**src/rtl/pc_display.sv**
```systemverilog
`default_nettype none
// ============================================================================
// Module      : pc_display
// Description : Captures the CPU program counter on a valid strobe and shows
//               one 16-bit half of it as four hex digits on a multiplexed,
//               active-low seven-segment display. The displayed value is only
//               refreshed on frame boundaries, so a scan never mixes two
//               values. An 8-bit capture counter aids lab debug.
// Revision    : 1.0 - initial release
// ----------------------------------------------------------------------------
// Parameters
//   SCAN_DIV  : fast_clk cycles per digit slot (2..65535)
// Ports
//   fast_clk  in   1  system clock, rising edge
//   reset     in   1  synchronous, active-low reset
//   pc_in     in  32  program counter from the CPU
//   pc_valid  in   1  capture strobe (level; one capture per high cycle)
//   hold      in   1  suppresses captures when 1
//   half_sel  in   1  0 = show bits [15:0], 1 = show bits [31:16]
//   an        out  4  digit enables, active-low, digit 0 rightmost
//   seg       out  7  segments {g,f,e,d,c,b,a}, active-low
//   dp        out  1  decimal point, active-low
//   cap_count out  8  accepted captures, modulo 256
// ============================================================================
module pc_display #(
  parameter int SCAN_DIV = 16
) (
  input  logic        fast_clk,
  input  logic        reset,
  input  logic [31:0] pc_in,
  input  logic        pc_valid,
  input  logic        hold,
  input  logic        half_sel,
  output logic [3:0]  an,
  output logic [6:0]  seg,
  output logic        dp,
  output logic [7:0]  cap_count
);

  localparam logic [15:0] c_PRE_LAST = 16'(SCAN_DIV - 1);

  logic [31:0] r_pc_q;
  logic [15:0] r_snap;
  logic        r_snap_hi;
  logic [15:0] r_pre;
  logic [1:0]  r_dig;
  logic [7:0]  r_cap_count;
  logic [3:0]  r_an;
  logic [6:0]  r_seg;
  logic        r_dp;

  logic        w_capture;
  logic        w_slot_end;
  logic        w_boundary;
  logic [3:0]  w_nibble;
  logic [6:0]  w_hex;

  assign w_capture  = pc_valid & ~hold;
  assign w_slot_end = (r_pre == c_PRE_LAST);
  assign w_boundary = w_slot_end & (r_dig == 2'd3);

  // Nibble of the frame snapshot belonging to the digit being scanned.
  always_comb begin
    w_nibble = r_snap[3:0];
    case (r_dig)
      2'd0: w_nibble = r_snap[3:0];
      2'd1: w_nibble = r_snap[7:4];
      2'd2: w_nibble = r_snap[11:8];
      2'd3: w_nibble = r_snap[15:12];
      default: w_nibble = r_snap[3:0];
    endcase
  end

  // Active-low hex decode, {g,f,e,d,c,b,a}; b and d are lowercase glyphs.
  always_comb begin
    w_hex = 7'b1111111;
    case (w_nibble)
      4'h0: w_hex = 7'b1000000;
      4'h1: w_hex = 7'b1111001;
      4'h2: w_hex = 7'b0100100;
      4'h3: w_hex = 7'b0110000;
      4'h4: w_hex = 7'b0011001;
      4'h5: w_hex = 7'b0010010;
      4'h6: w_hex = 7'b0000010;
      4'h7: w_hex = 7'b1111000;
      4'h8: w_hex = 7'b0000000;
      4'h9: w_hex = 7'b0010000;
      4'hA: w_hex = 7'b0001000;
      4'hB: w_hex = 7'b0000011;
      4'hC: w_hex = 7'b1000110;
      4'hD: w_hex = 7'b0100001;
      4'hE: w_hex = 7'b0000110;
      4'hF: w_hex = 7'b0001110;
      default: w_hex = 7'b1111111;
    endcase
  end

  always_ff @(posedge fast_clk) begin
    if (!reset) begin
      r_pc_q      <= 32'h0;
      r_snap      <= 16'h0;
      r_snap_hi   <= 1'b0;
      r_pre       <= 16'h0;
      r_dig       <= 2'd0;
      r_cap_count <= 8'h0;
      r_an        <= 4'b1111;
      r_seg       <= 7'b1111111;
      r_dp        <= 1'b1;
    end else begin
      if (w_capture) begin
        r_pc_q      <= pc_in;
        r_cap_count <= r_cap_count + 8'd1;
      end

      if (w_slot_end) begin
        r_pre <= 16'h0;
        r_dig <= r_dig + 2'd1;
      end else begin
        r_pre <= r_pre + 16'd1;
      end

      // Snapshot reads the pre-edge r_pc_q, so a capture landing on the
      // boundary edge is only shown one frame later.
      if (w_boundary) begin
        r_snap    <= half_sel ? r_pc_q[31:16] : r_pc_q[15:0];
        r_snap_hi <= half_sel;
      end

      // First cycle of each slot is blanked to avoid ghosting between digits.
      if (r_pre == 16'h0) begin
        r_an  <= 4'b1111;
        r_seg <= 7'b1111111;
        r_dp  <= 1'b1;
      end else begin
        r_an  <= ~(4'b0001 << r_dig);
        r_seg <= w_hex;
        r_dp  <= ~((r_dig == 2'd3) & r_snap_hi);
      end
    end
  end

  assign an        = r_an;
  assign seg       = r_seg;
  assign dp        = r_dp;
  assign cap_count = r_cap_count;

endmodule
`default_nettype wire

```
**config.mk**
```make
export PLATFORM = sky130hd
export DESIGN_NAME = pc_display
export DESIGN_NICKNAME = d
export VERILOG_FILES = /design/src/rtl/pc_display.sv
export SDC_FILE = /design/constraint.sdc
export NUM_CORES = 1
export LEC_CHECK = 0
export BUFFER_PORTS_ARGS = -buffer_cell sky130_fd_sc_hd__buf_2
export CORE_MARGIN = 3
export CORE_UTILIZATION = 40
export DETAILED_ROUTE_END_ITERATION = 8
export GPL_ROUTABILITY_DRIVEN = 1
export SYNTH_ARGS = -nofsm -noshare
export SYNTH_HDL_FRONTEND = slang
export SYNTH_SLANG_ARGS = --single-unit
```
**constraint.sdc**
```tcl
create_clock -name fast_clk -period 2.86 [get_ports fast_clk]
set_clock_uncertainty 0.1 [all_clocks]
set_input_delay 0.286 -clock fast_clk [delete_from_list [all_inputs] [get_ports fast_clk]]
set_output_delay 0.286 -clock fast_clk [all_outputs]
set_load 0.1 [all_outputs]
```
==> reports/qor.txt, run 1 <==
Crit path launch type = flop
Worst skew pair latency = 0.35 ns
Ys Warns = 0
Met3 Use GR = 3.74%
Mux share of post-synthesis cell area = 6.27%
Synth Area in Compound Gates = 14.3%
Number of global-route vias before repair = 2827
Ys async rst share = 0%
Hold Buf Count CTS = 0
Syn_nets = 483
Fin Setup TNS = 0 ns
Worst-case clock buffer depth = 2
I/O pin count = 57
Slew Limit Fails = 0
Endpoint type of the worst setup path = flop
Total wire length = 7780 um
FMAX = 397 MHz
Via density = 4.77
Required @ worst endpoint = 2.96 ns
# port buffers = 56
Largest net degree at the start of global routing = 53
Post-layout util = 48.0%
Met2 Use GR = 22.7%
Crit path kind = reg2reg
R2R depth = 10
Worst min-delay path class = in2reg
Critical path fanouts, max = 5
DIE HEIGHT = 105 um
Antenna Cells = 0
FF-to-FF End = seg[5]
Post-synthesis adder-cell area fraction = 4.43%
FF-to-FF Start = r_dig[0]
Synthesis-to-finish area growth = 14.2%
Initial antenna violation count = 0
Worst VDD drop = 0.000247 V
Worst setup endpoint = seg[5]
Main combinational cell family by area after synthesis = simple AND/OR/NAND/NOR gates
FILL cells = 936
Number of DRC markers in iteration 0 = 88
Seq/Total Area, Yosys = 44.1%
Cell count after synthesis = 432
Post-synth EDFFs = 0
Mapped cell area = 0.00395 sq mm
Htree depth = 3
Share of cells above drive strength 1 = 24.1%
Std cell rows = 35
Most frequent cells after synthesis = nand2_1, dfxtp_1, a21boi_0, nor2_1, clkbuf_1
Drt drc = 0
Post-synthesis register bit count = 87
XOR/XNOR Fraction of Synth Area = 4.43%
Vias = 2915
Initial Util = 42.0%
M1 GR Usage = 20.1%
Outcome = finished clean
Synth area leader = dfxtp_1
Leak = 1.75 nW
Placeable Area = 0.00942 sq mm
Slew @ Worst Pin = 0.987 ns
Simple-gate area share of the yosys netlist = 22.3%
Reg2reg setup slack = 0.34 ns
Synth unique cells = 42
Most common flop cell mapped by yosys = dfxtp_1
Die Wd = 105 um
Final hold violation count = 0
Power density cells = 541 mW/mm^2
First-pass GRT wire length = 13400 um
Most common cell in the netlist = nand2_1
Crit path from = r_dig[0]
Drt pass-1 iters = 4
Post-CTS Repair Setup Buffers = 0
Clock transition at path regs = 0.10 ns
Crit path arrival time = 2.62 ns
Mean Syn Cell Area = 9.15 sq um
CTS tree = yes
Setup WS pre-CTS = 0.354 ns
Nets@finish = 529
GRT Residual Overflow = 0
RD Place Congestion = 0.766
Hold WS = 0.0659 ns
Wirelength per Cell = 12.7 um
Crit share post-route = 88.1%
Detail Placement HPWL = 5450 um
Final count of negative-setup-slack endpoints = 0
Top cell type's share of synthesized area = 44.1%
Worst slew margin = 32.3%
Setup ws final = 0.340 ns
CTS Root Cell = clkbuf_8
Post-DRT Antenna Nets = 0
Post-cts sizing count = 0
Gr usage total = 14.7%
Unrepaired setup endpoints after global routing = no
CTS Buf Count = 9
Busiest grt layer = met2
Synth top area cells = dfxtp_1, nand2_1, a21boi_0
Clock sink total = 87
Min Tclk post-route = 2.52 ns
Die Area = 0.0111 sq mm
Max cap viols = 0
==> worst min-delay path by stage <==
| stage | start | endpoint | slack [ns] | depth (start not counted) |
|---|---|---|---|---|
| after floorplan | r_snap_hi | dp | 0.28 | 1 |
| after global placement | r_snap_hi | dp | 0.33 | 1 |
| after detailed placement | r_snap_hi | dp | 0.32 | 1 |
| after CTS | pc_in[15] | r_pc_q[15] | 0.05 | 3 |
| after global routing | pc_in[24] | r_pc_q[24] | 0.05 | 3 |
| final | pc_in[23] | r_pc_q[23] | 0.07 | 3 |
==> metal layers <==
metal  wire, um  vias to the layer above
met5          0                        -
met1       3940                     1326
met2       3410                       53
met3        309                        9
met4        110                        0
li1           -                     1527
==> cells in the final DEF, fill, tap and decap left out, types with 2 or more instances in the layout <==
| cell type | n |
|---|---|
| nand2_1 | 103 |
| dfxtp_1 | 87 |
| buf_2 | 56 |
| a21boi_0 | 38 |
| nor2_1 | 25 |
| mux2_2 | 14 |
| ha_1 | 14 |
| inv_1 | 11 |
| xnor2_1 | 11 |
| a21boi_2 | 10 |
| mux2i_1 | 9 |
| nand2_2 | 9 |
| nand3_1 | 9 |
| xor2_1 | 9 |
| clkbuf_8 | 9 |
| and2_1 | 7 |
| nand4_1 | 5 |
| o221ai_1 | 5 |
| and3_1 | 4 |
| o21a_1 | 4 |
| o21ai_0 | 4 |
| a222oi_1 | 3 |
| nor4_4 | 3 |
| nand2b_1 | 3 |
| a21oi_1 | 3 |
| buf_4 | 3 |
| nor3_1 | 2 |
| or3_1 | 2 |
| nor2b_1 | 2 |
| clkinvlp_4 | 2 |
| bufinv_16 | 2 |
==> cell families after synthesis <==
family          after synthesis
fa+ha+maj                    14
simple gates                182
compound gates               71
buf+inv                      35
flops                        87
mux                          23
xor+xnor                     20
==> critical path, stage by stage, from the launching register on <==
cell and delay [ns]:
dfxtp_1 0.41, inv_1 0.11, ha_1 0.28, a22oi_1 0.20, nand2_1 0.07, mux2i_1 0.34
inv_1 0.17, ha_1 0.26, nor2b_1 0.15, a21oi_1 0.17, o221ai_1 0.12
==> registers in the layout (all words and copies together) (netlist names) <==
name,count
r_pc_q,32
cap_count,8
r_pre,16
r_dig,2
r_snap_hi,1
seg,7
dp,1
an,4
r_snap,16
==> per-stage QoR <==
step                instances  total power [mW]  instance area (sq um)
floorplan                 432              1.47                   3950
global placement          596              1.53                   4300
detailed placement        596              1.53                   4300
CTS                       611              2.48                   4520
global route              611              2.55                   4520
finish                    611              2.44                   4520
==> power breakdown <==
| part | switching [mW] | leakage, nW | total [mW] | internal [mW] |
|---|---|---|---|---|
| combinational | 0.163 | 0.943 | 0.235 | 0.0726 |
| sequential | 0.0186 | 0.708 | 1.27 | 1.25 |
| clock | 0.448 | 0.103 | 0.943 | 0.495 |
==> final cells by class <==
class / instances / area, sq um / area share [%]
Inverter: 11 / 41.3 / 0.914
Sequential cell: 87 / 1740 / 38.6
Clock buffer: 9 / 124 / 2.74
Tap cell: 129 / 161 / 3.57
Timing Repair Buffer: 59 / 303 / 6.71
Multi-Input combinational cell: 310 / 2050 / 45.4
Clock inverter: 6 / 95.1 / 2.11
(Power assumes the default switching activity.)
==> run 2: changes to the inputs <==
--- a/config.mk
+++ b/config.mk
@@ -5,6 +5,7 @@
 export SDC_FILE = /design/constraint.sdc
 export NUM_CORES = 1
 export LEC_CHECK = 0
+export ABC_AREA = 1
 export BUFFER_PORTS_ARGS = -buffer_cell sky130_fd_sc_hd__buf_2
 export CORE_MARGIN = 3
 export CORE_UTILIZATION = 40
==> reports/qor.txt, run 2 <==
Met3 WL = 383 um (+24%)
Slew Limit Fails = 0 (unchanged)
Fin Setup TNS = 0 ns (unchanged)
Top Family by Delay on Critical Path = buffers and inverters
Synth top area cells = dfxtp_1, nand2_1, nor2_1
Power density cells = 529 mW/mm^2 (-2.3%)
Worst slew margin = 60.7% (+28 points)
Synth area leader = dfxtp_1
Worst VDD drop = 0.000252 V (+2.0%)
Min Tclk post-route = 2.13 ns (-0.388 ns)
GRT Residual Overflow = 0 (unchanged)
Ys async rst share = 0% (unchanged)
Commonest non-fill, non-tap cell in the layout = nand2_1
Vias = 3617 (+24%)
Crit share post-route = 74.6% (-14 points)
Synth unique cells = 33 (-21%)
Post-synth EDFFs = 0 (unchanged)
Unrepaired setup endpoints after global routing = no
Antenna Cells = 0 (unchanged)
Max FFs per register = 32 (unchanged)
Crit path arrival time = 2.28 ns (-0.34 ns)
Total wire length = 8770 um (+13%)
Bufs and invs on worst path = 4 (+2)
CTS Root Cell = clkbuf_8
Clock sink total = 87 (unchanged)
Wirelength per Cell = 11.2 um (-12%)
Std cell rows = 36 (+2.9%)
Outcome = finished clean
Crit path launch type = flop
Placed cell areas = 0.00451 sq mm (+4.9%)
Most common flop cell mapped by yosys = dfxtp_1
Final hold violation count = 0 (unchanged)
DR top layer = met4
CTS Buf Count = 9 (unchanged)
Slew @ Worst Pin = 0.586 ns (-0.401 ns)
Worst-case clock buffer depth = 2 (unchanged)
Top cell type's share of synthesized area = 41.8% (-2.3 points)
FMAX = 469 MHz (+18%)
Crit path kind = reg2reg
Regs by FF count = r_pc_q (32), r_pre (16), r_snap (16)
Critical Path, Cell by Cell = inv_1, ha_1, inv_1, nand2_1, o21ai_0, buf_4, inv_1, ha_1, nand3_1, nand3_1, nand2_1, nand2_1
Die Area = 0.0117 sq mm (+5.1%)
Mapped cell area = 0.00417 sq mm (+5.4%)
Most common cell in the netlist = nand2_1
Layout Cells excl Fill = 780 (+28%)
# port buffers = 56 (unchanged)
Cell count after synthesis = 593 (+37%)
Most frequent cells after synthesis = nand2_1, nor2_1, dfxtp_1, inv_1, o21ai_0
Placeable Area = 0.00995 sq mm (+5.7%)
Slowest cell on crit path = dfxtp_1
Slowest Stage Delay on Critical Path = 0.38 ns (-0.03 ns)
Wire length on met1 = 4380 um (+11%)
Final instance area = 0.00474 sq mm (+4.9%)
Mean Syn Cell Area = 7.02 sq um (-23%)
Detail Placement HPWL = 6360 um (+17%)
Hold Buf Count CTS = 0 (unchanged)
Drt drc = 0 (unchanged)
Nets@finish = 693 (+31%)
Share of cells above drive strength 1 = 13.6% (-10 points)
Tot Pwr = 2.50 mW (+2.5%)
Worst skew pair latency = 0.36 ns (about the same)
Synthesis-to-finish area growth = 13.7%
Gr usage total = 15.7% (+0.97 points)
Seq/Total Area, Yosys = 41.8% (-2.3 points)
Number of DRC markers in iteration 0 = 150 (+70%)
Critical path fanouts, max = 6 (+1)
RD Place Congestion = 0.852 (+11%)
Leak = 2.06 nW (+17%)
Post-CTS Repair Setup Buffers = 0 (unchanged)
Drt pass-1 iters = 4 (unchanged)
Clock transition at path regs = 0.09 ns (about the same)
Ys Warns = 0 (unchanged)
Post-cts sizing count = 0 (unchanged)
Dpl cells = 764 (+28%)
Initial antenna violation count = 0 (unchanged)
Largest net degree at the start of global routing = 34 (-36%)
Max cap viols = 0 (unchanged)
Syn_nets = 644 (+33%)
Required @ worst endpoint = 3.01 ns (+0.05 ns)
Worst min-delay path class = in2reg
First-pass GRT wire length = 14800 um (+11%)
Post-synthesis register bit count = 87 (unchanged)
Post-DRT Antenna Nets = 0 (unchanged)
Endpoint type of the worst setup path = flop
Die Wd = 108 um (+2.5%)
Htree depth = 3 (unchanged)
DIE HEIGHT = 108 um (+2.5%)
CTS tree = yes
I/O pin count = 57 (unchanged)
Initial Util = 41.8% (-0.14 points)
Final count of negative-setup-slack endpoints = 0 (unchanged)
Largest register by flop count = r_pc_q
Number of global-route vias before repair = 3368 (+19%)
Via density = 4.64 (-2.8%)
Most frequent cells in the layout = nand2_1, nor2_1, dfxtp_1
Met2 Wirelength = 3890 um (+14%)
[run 2: cell types whose count changed in the layout (fill, tap and decap cells not counted), moves of 10 or more]
cell	before	now
mux2_2	14	0
o21ai_0	4	36
a21boi_0	38	16
inv_1	11	62
a21boi_2	10	0
nand2_1	103	134
nand4_1	5	21
nor2_1	25	123
a21oi_1	3	16
nand3_1	9	30
[run 2: worst paths after layout]
check	cells past startpoint	slack (ns)	start	endpoint
setup / recovery	12	0.73	r_dig[0]	seg[3]
hold / removal	3	0.07	pc_in[18]	r_pc_q[18]
setup reg to reg	12	0.73	r_dig[0]	seg[3]
hold reg to reg	1	0.34	r_snap_hi	dp
[run 2: per-stage QoR]
stage | util (%) | worst slack, ns | hold slack [ns]
2_1_floorplan | - | 0.683 | 0.281
3_3_place_gp | 45.3 | 0.792 | 0.329
3_5_place_dp | 45.3 | 0.744 | 0.323
4_1_cts | 47.6 | 0.722 | 0.0529
5_1_grt | 47.6 | 0.527 | 0.0545
6_report | 47.6 | 0.727 | 0.0697
[run 2: layer usage]
metal	vias up	global-route usage, %
met5	-	0
met4	0	4.42
met3	8	4.54
met2	61	25.0
met1	1589	20.7
li1	1959	-
[run 2: cells by family after synthesis]
family,Yosys count,share of synthesized area [%]
XOR/XNOR,7,1.47
buffers and inverters,90,9.58
flip-flops,87,41.8
adder cells (fa/ha/maj),14,4.21
AO/OA/AOI/OAI,72,9.76
AND/OR/NAND/NOR,323,33.2
[run 2: power by group]
group	total (mW)	switching [mW]	internal [mW]
registers	1.28	0.0210	1.26
clock network	0.969	0.449	0.520
logic	0.259	0.188	0.0706
total	2.50	0.658	1.85
[run 2: worst min-delay path, cell delays in order]
cell	delay, ns
buf_2	0.07
o21ai_0	0.07
nor2_1	0.07
[run 2: layout make-up]
cell class,instances,area (sq um)
well taps,133,166
clock buffers,10,138
flip-flops and latches,87,1740
fillers,1068,5220
multi-input cells,416,2020
repair buffers,62,325
inverters,66,248
clock inverters,6,92.6
==> run 3: changes to the inputs <==
==> constraint.sdc (replaced) <==
create_clock -name fast_clk -period 1.98 [get_ports fast_clk]
set_clock_uncertainty 0.1 [all_clocks]
set_input_delay 0.198 -clock fast_clk [delete_from_list [all_inputs] [get_ports fast_clk]]
set_output_delay 0.198 -clock fast_clk [all_outputs]
set_load 0.1 [all_outputs]
==> reports/qor.txt, run 3 (synthesized netlist as in run 2, its figures left out) <==
Outcome = finished clean
# port buffers = 56 (unchanged)
Worst slew margin = 67.0% (+6.4 points)
Tot Pwr = 3.42 mW (+37%)
Final hold violation count = 0 (unchanged)
Regs by FF count = r_pc_q (32), r_pre (16), r_snap (16)
CTS tree = yes
Reg2reg setup slack = 0.12 ns (-0.60 ns)
Leak = 2.20 nW (+6.9%)
Worst-case clock buffer depth = 2 (unchanged)
Endpoint type of the worst setup path = flop
CTS Buf Count = 9 (unchanged)
FF-to-FF Start = r_dig[0]
RD Place Congestion = 0.806 (-5.4%)
Share of cells above drive strength 1 = 16.3% (+2.7 points)
DIE HEIGHT = 108 um (unchanged)
Power density cells = 678 mW/mm^2 (+28%)
Min Tclk post-route = 1.86 ns (-0.275 ns)
Commonest non-fill, non-tap cell in the layout = nand2_1
Worst VDD drop = 0.000322 V (+28%)
Post-DRT Antenna Nets = 0 (unchanged)
CTS Root Cell = clkbuf_8
Initial Util = 41.8% (unchanged)
FMAX = 538 MHz (+15%)
Post-layout util = 50.7% (+3.1 points)
Final count of negative-setup-slack endpoints = 0 (unchanged)
Slew @ Worst Pin = 0.498 ns (-0.0879 ns)
Detail Placement HPWL = 6680 um (+5.0%)
I/O pin count = 57 (unchanged)
Max FFs per register = 32 (unchanged)
Htree depth = 3 (unchanged)
Worst skew pair latency = 0.36 ns (about the same)
Initial antenna violation count = 0 (unchanged)
Largest net degree at the start of global routing = 33 (-2.9%)
Crit path from = r_dig[0]
Largest register by flop count = r_pc_q
Hold WS = 0.00846 ns (-0.0613 ns)
Min-Delay Startpoint = pc_in[17]
Synthesis-to-finish area growth = 21.2%
Antenna Cells = 0 (unchanged)
Drt pass-1 iters = 6 (+2)
Via density = 4.66 (+0.57%)
Drt drc = 0 (unchanged)
Die Area = 0.0117 sq mm (unchanged)
Crit path launch type = flop
Max cap viols = 0 (unchanged)
Slew Limit Fails = 0 (unchanged)
Crit path kind = reg2reg
Std cell rows = 36 (unchanged)
Wirelength per Cell = 11.4 um (+1.1%)
Gr usage total = 16.6% (+0.95 points)
Number of global-route vias before repair = 3612 (+7.2%)
First-pass GRT wire length = 15800 um (+6.6%)
Crit path arrival time = 2.01 ns (-0.27 ns)
Die Wd = 108 um (unchanged)
Total wire length = 9270 um (+5.7%)
Critical path fanouts, max = 4 (-2)
Crit share post-route = 93.8% (+19 points)
Clock transition at path regs = 0.09 ns (about the same)
Placeable Area = 0.00995 sq mm (unchanged)
Number of DRC markers in iteration 0 = 178 (+19%)
Required @ worst endpoint = 2.13 ns (-0.88 ns)
GRT Residual Overflow = 0 (unchanged)
Nets@finish = 728 (+5.1%)
Most frequent cells in the layout = nand2_1, nor2_1, dfxtp_1
Worst min-delay path class = in2reg
Vias = 3801 (+5.1%)
Unrepaired setup endpoints after global routing = no
Clock sink total = 87 (unchanged)
Fin Setup TNS = 0 ns (unchanged)
## run 3: layout make-up
| class | instances | area, sq um |
|---|---|---|
| clock inverter | 7 | 53.8 |
| multi-input combinational | 416 | 2060 |
| fill | 999 | 4910 |
| clock buffer | 9 | 124 |
| tap | 133 | 166 |
| inverter | 66 | 248 |
| sequential | 87 | 1750 |
| timing repair buffer | 97 | 651 |
## run 3: through the flow
| stage | instances | instance area (sq um) | setup slack (ns) |
|---|---|---|---|
| CTS | 814 | 5010 | 0.0125 |
| detailed placement | 773 | 4580 | -0.0292 |
| global placement | 773 | 4580 | 0.0457 |
| finish | 815 | 5050 | 0.122 |
| global route | 815 | 5050 | 0.00949 |
| floorplan | 593 | 4170 | 0.0522 |
## run 3: repair_timing
| item | 4_1_cts | 5_1_grt |
|---|---|---|
| resized for setup | 1 | 10 |
| hold buffers | 25 | 0 |
| endpoints found under the hold margin | 25 | 0 |
| pin swaps | 0 | 1 |
| endpoints found under the setup margin | 2 | 7 |
| buffers inserted | 0 | 1 |
## run 3: layer usage
layer  global-route usage (%)  vias to the layer above  share of wire (%)
met5                        0                        -                  0
met4                     4.87                        0                1.1
met3                     3.40                        9                3.5
met2                     29.2                       70                 47
met1                     20.5                     1690                 48
li1                         -                     2032                  -
## run 3: worst paths after layout
| path | depth (start not counted) | end |
|---|---|---|
| worst min-delay path | 3 | r_pc_q[17] |
| worst max-delay path | 11 | seg[0] |
| worst min register to register | 1 | dp |
| worst max register to register | 11 | seg[0] |
## run 3: worst max-delay path, stage by stage (launching register included)
cell	delay (ns)
dfxtp_2	0.36
inv_1	0.09
ha_1	0.22
buf_4	0.14
nand2_1	0.08
o21ai_2	0.07
buf_4	0.15
ha_2	0.20
nand3_1	0.10
nor2_1	0.05
nor2_1	0.12
nand2_1	0.07
## run 3: power breakdown
group          total, mW  switching (mW)  internal (mW)
sequential          1.85          0.0309           1.81
clock               1.16           0.689          0.474
combinational      0.415           0.279          0.136
